--- config.mk ---
export PLATFORM = sky130hd
export DESIGN_NAME = mem_stage
export DESIGN_NICKNAME = d
export VERILOG_FILES = /design/src/rtl/mem_stage.sv
export SDC_FILE = /design/constraint.sdc
export NUM_CORES = 1
export LEC_CHECK = 0
export BUFFER_PORTS_ARGS = -buffer_cell sky130_fd_sc_hd__buf_4
export CAP_MARGIN = 0
export CORE_MARGIN = 5
export CORE_UTILIZATION = 53
export CTS_BUF_LIST = sky130_fd_sc_hd__clkbuf_8
export DETAILED_ROUTE_END_ITERATION = 10
export GPL_TIMING_DRIVEN = 0
export HOLD_SLACK_MARGIN = 0.05
export PLACE_DENSITY = 0.87
export SETUP_SLACK_MARGIN = 0.2
export SYNTH_ARGS = -nofsm -noshare
export SYNTH_HDL_FRONTEND = slang
export SYNTH_SLANG_ARGS = --single-unit
--- constraint.sdc ---
create_clock -name clk -period 4 [get_ports clk]
set_input_delay 0.2 -clock clk [delete_from_list [all_inputs] [get_ports clk]]
set_output_delay 0.2 -clock clk [all_outputs]
set_load 0.02 [all_outputs]
--- src/rtl/mem_stage.sv ---
// MEM stage: latches EXE results and runs data-memory accesses over a req/ack bus.
// Ports: clk/rst, i_MEM_* from EXE and memory, o_MEM_* to WB, memory and hazard logic.
module mem_stage #(
    parameter int TIMEOUT = 16,
    parameter int CNT_W   = 5
) (
    input  logic        clk,
    input  logic        rst,
    input  logic        i_MEM_dmemWe,
    input  logic        i_MEM_regWe,
    input  logic        i_MEM_sByte,
    input  logic        i_MEM_sWRD,
    input  logic [4:0]  i_MEM_WRA,
    input  logic [31:0] i_MEM_aluOut,
    input  logic [31:0] i_MEM_rd2,
    input  logic        i_MEM_dmAck,
    input  logic [31:0] i_MEM_dmRdata,
    output logic        o_MEM_stall,
    output logic        o_MEM_regWe,
    output logic [4:0]  o_MEM_WRA,
    output logic [31:0] o_MEM_wbData,
    output logic        o_MEM_dmReq,
    output logic        o_MEM_dmWe,
    output logic [31:0] o_MEM_dmAddr,
    output logic [31:0] o_MEM_dmWdata,
    output logic [3:0]  o_MEM_dmBe,
    output logic        o_MEM_err
);

    typedef enum logic [1:0] {
        IDLE = 2'd0,
        REQ  = 2'd1,
        DONE = 2'd2
    } state_t;

    state_t             state_q, state_d;
    logic [CNT_W-1:0]   cnt_q, cnt_d;
    logic               dmem_we_q, dmem_we_d;
    logic               reg_we_q, reg_we_d;
    logic               s_byte_q, s_byte_d;
    logic               s_wrd_q, s_wrd_d;
    logic [4:0]         wra_q, wra_d;
    logic [31:0]        alu_q, alu_d;
    logic [31:0]        rd2_q, rd2_d;
    logic [31:0]        ld_q, ld_d;
    logic               err_q, err_d;

    logic               busy;
    logic [7:0]         rd_byte;
    logic [31:0]        ld_fmt;

    assign busy = (state_q == REQ);

    // Little-endian lane select for byte loads.
    always_comb begin
        rd_byte = i_MEM_dmRdata[7:0];
        case (alu_q[1:0])
            2'd0: rd_byte = i_MEM_dmRdata[7:0];
            2'd1: rd_byte = i_MEM_dmRdata[15:8];
            2'd2: rd_byte = i_MEM_dmRdata[23:16];
            2'd3: rd_byte = i_MEM_dmRdata[31:24];
            default: rd_byte = i_MEM_dmRdata[7:0];
        endcase
        ld_fmt = s_byte_q ? {{24{rd_byte[7]}}, rd_byte} : i_MEM_dmRdata;
    end

    always_comb begin
        state_d   = state_q;
        cnt_d     = cnt_q;
        dmem_we_d = dmem_we_q;
        reg_we_d  = reg_we_q;
        s_byte_d  = s_byte_q;
        s_wrd_d   = s_wrd_q;
        wra_d     = wra_q;
        alu_d     = alu_q;
        rd2_d     = rd2_q;
        ld_d      = ld_q;
        err_d     = err_q;

        if (!busy) begin
            // IDLE and DONE both accept the next instruction.
            dmem_we_d = i_MEM_dmemWe;
            reg_we_d  = i_MEM_regWe;
            s_byte_d  = i_MEM_sByte;
            s_wrd_d   = i_MEM_sWRD;
            wra_d     = i_MEM_WRA;
            alu_d     = i_MEM_aluOut;
            rd2_d     = i_MEM_rd2;
            cnt_d     = '0;
            state_d   = (i_MEM_dmemWe | i_MEM_sWRD) ? REQ : IDLE;
        end else begin
            cnt_d = cnt_q + 1'b1;
            if (i_MEM_dmAck) begin
                ld_d    = ld_fmt;
                state_d = DONE;
            end else if (cnt_q == CNT_W'(TIMEOUT - 1)) begin
                // Last allowed REQ cycle without ack: abort.
                err_d   = 1'b1;
                ld_d    = '0;
                state_d = DONE;
            end
        end
    end

    always_ff @(posedge clk) begin
        if (rst) begin
            state_q   <= IDLE;
            cnt_q     <= '0;
            dmem_we_q <= 1'b0;
            reg_we_q  <= 1'b0;
            s_byte_q  <= 1'b0;
            s_wrd_q   <= 1'b0;
            wra_q     <= '0;
            alu_q     <= '0;
            rd2_q     <= '0;
            ld_q      <= '0;
            err_q     <= 1'b0;
        end else begin
            state_q   <= state_d;
            cnt_q     <= cnt_d;
            dmem_we_q <= dmem_we_d;
            reg_we_q  <= reg_we_d;
            s_byte_q  <= s_byte_d;
            s_wrd_q   <= s_wrd_d;
            wra_q     <= wra_d;
            alu_q     <= alu_d;
            rd2_q     <= rd2_d;
            ld_q      <= ld_d;
            err_q     <= err_d;
        end
    end

    // Bus signals are only driven while a request is outstanding.
    always_comb begin
        o_MEM_stall   = busy;
        o_MEM_dmReq   = busy;
        o_MEM_dmWe    = busy & dmem_we_q;
        o_MEM_dmAddr  = '0;
        o_MEM_dmBe    = '0;
        o_MEM_dmWdata = '0;
        if (busy) begin
            if (s_byte_q) begin
                o_MEM_dmAddr  = alu_q;
                o_MEM_dmBe    = 4'b0001 << alu_q[1:0];
                o_MEM_dmWdata = {4{rd2_q[7:0]}};
            end else begin
                o_MEM_dmAddr  = {alu_q[31:2], 2'b00};
                o_MEM_dmBe    = 4'b1111;
                o_MEM_dmWdata = rd2_q;
            end
        end
        o_MEM_regWe  = reg_we_q & ~busy;
        o_MEM_WRA    = wra_q;
        // Stores win over loads when both flags are set.
        o_MEM_wbData = (s_wrd_q & ~dmem_we_q) ? ld_q : alu_q;
        o_MEM_err    = err_q;
    end

endmodule

==> insert_results.sql <==
INSERT INTO impl_metrics (metric_group, metric, value, unit) VALUES
('run_status', 'run_status', 'complete, no violations', ''),
('synth', 'synth_common_cells', '157 x nand2_1, 113 x dfxtp_1, 100 x a21oi_1, 42 x inv_1, 39 x mux2_2', ''),
('synth', 'ys_async_sr_fraction', '0', '%'),
('clock_network', 'worstSkewPairLatency', '0.44', 'ns'),
('critical_path', 'worst-endpoint-arrival', '2.78', 'ns'),
('synth', 'synth_enable_flop_cells', '0', ''),
('floorplan', 'row_count', '36', ''),
('global_routing', 'initial_antenna_violation_count', '0', ''),
('synth', 'post-synth-top-count-cell', 'nand2_1', ''),
('timing', 'final_min_period_over_clock_period', '60.1', '%'),
('clock_network', 'clk_pin_slew', '0.07', 'ns'),
('pwr', 'leakagePower', '0.00401', 'uW'),
('timing', 'relSlewSlack', '56.6', '%'),
('synth', 'postSynthNetCount', '737', ''),
('floorplan', 'initial_core_util', '53.5', '%'),
('synth', 'yosysWarningCount', '0', ''),
('global_routing', 'grt_use_total', '36.6', '%'),
('drt', 'detailedRoute.firstIterationViolations', '479', ''),
('timing', 'fmaxAchievable', '0.416', 'GHz'),
('pwr', 'power.density_cell_area', '379', 'nW/um2'),
('drt', 'vias_per_cell', '5.54', ''),
('place', 'io_buffer_count', '217', ''),
('synth', 'cells_taking_the_most_area_after_synthesis', 'dfxtp_1 44%, nand2_1 11%, a21oi_1 9.8%', ''),
('drt', 'first_pass_iters', '5', ''),
('critical_path', 'crit_path_start_kind', 'flop', ''),
('global_routing', 'grt_pass1_wl', '32.9', 'mm'),
('drt', 'postRouteWirelength', '21.5', 'mm'),
('global_routing', 'first_global_vias', '6303', ''),
('clock_network', 'cts_bufs_inserted', '17', ''),
('floorplan', 'core', '9590', 'um2'),
('global_routing', 'remaining_global_route_overflow', '0', ''),
('synth', 'seq_area_frac_synth', '44.1', '%'),
('clock_network', 'cts_tree', 'built', ''),
('drt', 'wl_met3', '2.25', 'mm'),
('timing', 'finalCriticalPeriod', '2.40', 'ns'),
('timing', 'slew_violations', '0', ''),
('drt', 'wl_met1', '7.70', 'mm'),
('timing', 'fin_setup_tns', '0', 'ns'),
('cells_and_area', 'layout-drive-gt1-share', '34.8', '%'),
('place', 'post-place-cells', '977', ''),
('drt', 'drtAntennaViolNets', '0', ''),
('clock_network', 'post_cts_resize_count', '0', ''),
('drt', 'via_count', '6068', ''),
('pwr', 'ir_drop', '255', 'uV'),
('floorplan', 'die_width', '108', 'um'),
('critical_path', 'critPathCaptureType', 'flop', ''),
('floorplan', 'die-height', '108', 'um'),
('synth', 'netlist.area_leader.share', '44.1', '%'),
('timing', 'rsz0062_at_grt', 'no', ''),
('hold_path', 'timing.hold.worst.class', 'in2reg', ''),
('place', 'dp_hpwl', '13.4', 'mm'),
('clock_network', 'ctsHtreeMaxLevel', '4', ''),
('critical_path', 'cp_max_fo', '6', ''),
('drt', 'routed.top_layer', 'met4', ''),
('cells_and_area', 'fill_cell_count', '511', ''),
('synth', 'synthDominantAreaCellType', 'dfxtp_1', ''),
('floorplan', 'io-pin-count', '218', ''),
('critical_path', 'criticalPathCategory', 'reg2reg', ''),
('clock_network', 'post_cts.repair.setup_buffers', '0', ''),
('clock_network', 'clock_tree.buffer_depth', '2', ''),
('synth', 'instance_count_of_the_mapped_netlist', '627', ''),
('synth', 'avgSynthCellArea', '8.18', 'um2'),
('place', 'globalplace.congestion', '0.903', ''),
('global_routing', 'grt_max_degree', '17', ''),
('drt', 'drcViolationCount', '0', ''),
('critical_path', 'worst_ep_required_time', '4.37', 'ns'),
('timing', 'layout_skew', '0.0190', 'ns'),
('clock_network', 'clock_sinks', '113', ''),
('synth', 'postSynth.topFlopCell', 'dfxtp_1', ''),
('synth', 'ys_ff_latch', '113', ''),
('floorplan', 'die_area', '11700', 'um2'),
('clock_network', 'ctsHoldBuffers', '85', ''),
('cells_and_area', 'final_cell_count_no_fill', '1096', ''),
('timing', 'worst_slew_pin_slew', '0.651', 'ns'),
('synth', 'synth_cell_types', '34', ''),
('clock_network', 'root_buffer', 'clkbuf_8', ''),
('synth', 'synth_area', '5130', 'um2'),
('drt', 'route.detailed.wl_per_inst', '19.6', 'um'),
('timing', 'hold_viol', '0', ''),
('cells_and_area', 'areaGrowthSynthToFinish', '60.2', '%'),
('drt', 'met2_wirelength', '10.4', 'mm'),
('timing', 'setup_violations', '0', ''),
('flow_run', 'drv_cap', '0', ''),
('cells_and_area', 'diodes', '0', ''),
('cells_and_area', 'final_layout_net_count', '1060', '');
[cells in the final DEF, fill, tap and decap left out, types with 2 or more instances in the layout]
| master | count |
|---|---|
| buf_2 | 21 |
| o21ai_0 | 8 |
| inv_1 | 42 |
| a21oi_1 | 100 |
| and3_1 | 2 |
| ha_1 | 2 |
| clkbuf_8 | 19 |
| nand2b_1 | 27 |
| o32ai_1 | 7 |
| buf_6 | 3 |
| bufinv_16 | 3 |
| buf_4 | 221 |
| nand2_1 | 157 |
| o2bb2ai_1 | 22 |
| clkbuf_1 | 15 |
| o2bb2ai_2 | 10 |
| clkinv_2 | 3 |
| inv_2 | 2 |
| buf_1 | 4 |
| dlygate4sd3_1 | 87 |
| clkinvlp_4 | 4 |
| nor2b_1 | 2 |
| nor2_1 | 33 |
| clkinv_4 | 3 |
| mux2_2 | 39 |
| dfxtp_1 | 113 |
[area by class of cell]
cell class                 instances  area [um2]  area share [%]
buffer                            47         240            2.92
clock buffer                      19         262            3.18
clock inverter                    13         161            1.96
inverter                          44         165            2.01
multi-input combinational        423        2460            29.9
sequential                       113        2260            27.5
tap                              133         166            2.02
timing repair buffer             304        2500            30.4
[cell families (layout without fill, tap and decap cells)]
group | after synthesis | in the layout | share of synthesized area (%)
compound gates | 152 | 152 | 19.5
xor+xnor | 2 | 2 | 0.342
mux | 40 | 40 | 8.86
fa+ha+maj | 2 | 2 | 0.488
simple gates | 227 | 227 | 18.8
buf+inv | 91 | 427 | 7.90
flops | 113 | 113 | 44.1
[power by group]
group / internal, uW / switching (uW) / leakage [uW]
clock network: 648 / 498 / 0.000204
registers: 1200 / 48.3 / 0.000931
logic: 333 / 390 / 0.00287
[layer usage]
| metal | global-route usage, % | up-vias |
|---|---|---|
| li1 | - | 2728 |
| met3 | 10.7 | 112 |
| met1 | 39.1 | 2799 |
| met5 | 0 | - |
| met2 | 64.0 | 429 |
| met4 | 21.6 | 0 |
[worst paths after layout]
| kind | from | end | slack (ns) | cells past startpoint |
|---|---|---|---|---|
| worst max-delay path | cnt_q[0] | state_q[0] | 1.60 | 7 |
| worst min-delay path | i_MEM_rd2[16] | rd2_q[16] | 0.07 | 3 |
| worst max register to register | cnt_q[0] | state_q[0] | 1.60 | 7 |
| worst min register to register | cnt_q[0] | cnt_q[0] | 0.45 | 1 |
[flip-flops by register name, indices dropped and copies added, names as in the netlist]
register,flops
alu_q,32
cnt_q,5
dmem_we_q,1
ld_q,32
o_MEM_WRA,5
o_MEM_err,1
rd2_q,32
reg_we_q,1
s_byte_q,1
s_wrd_q,1
state_q,2
[per-stage QoR]
stage / total power, uW / utilization [%] / setup WS [ns] / hold slack (ns) / area [um2]
2_1_floorplan: 1610 / - / 2.24 / 0.332 / 5130
3_3_place_gp: 1870 / 72.2 / 2.00 / 0.428 / 6920
3_5_place_dp: 1890 / 72.2 / 1.92 / 0.439 / 6920
4_1_cts: 3070 / 85.4 / 1.64 / 0.0508 / 8200
5_1_grt: 3220 / 85.7 / 1.51 / 0.0605 / 8220
6_report: 3120 / 85.7 / 1.60 / 0.0654 / 8220
[worst max-delay path: stages, from the launching register on]
cell,delay [ns]
dfxtp_1,0.33
ha_1,0.22
and3_1,0.19
ha_1,0.20
or2_2,0.29
a21oi_2,0.37
o31a_1,0.21
dlygate4sd3_1,0.55
(Power assumes the default switching activity.)
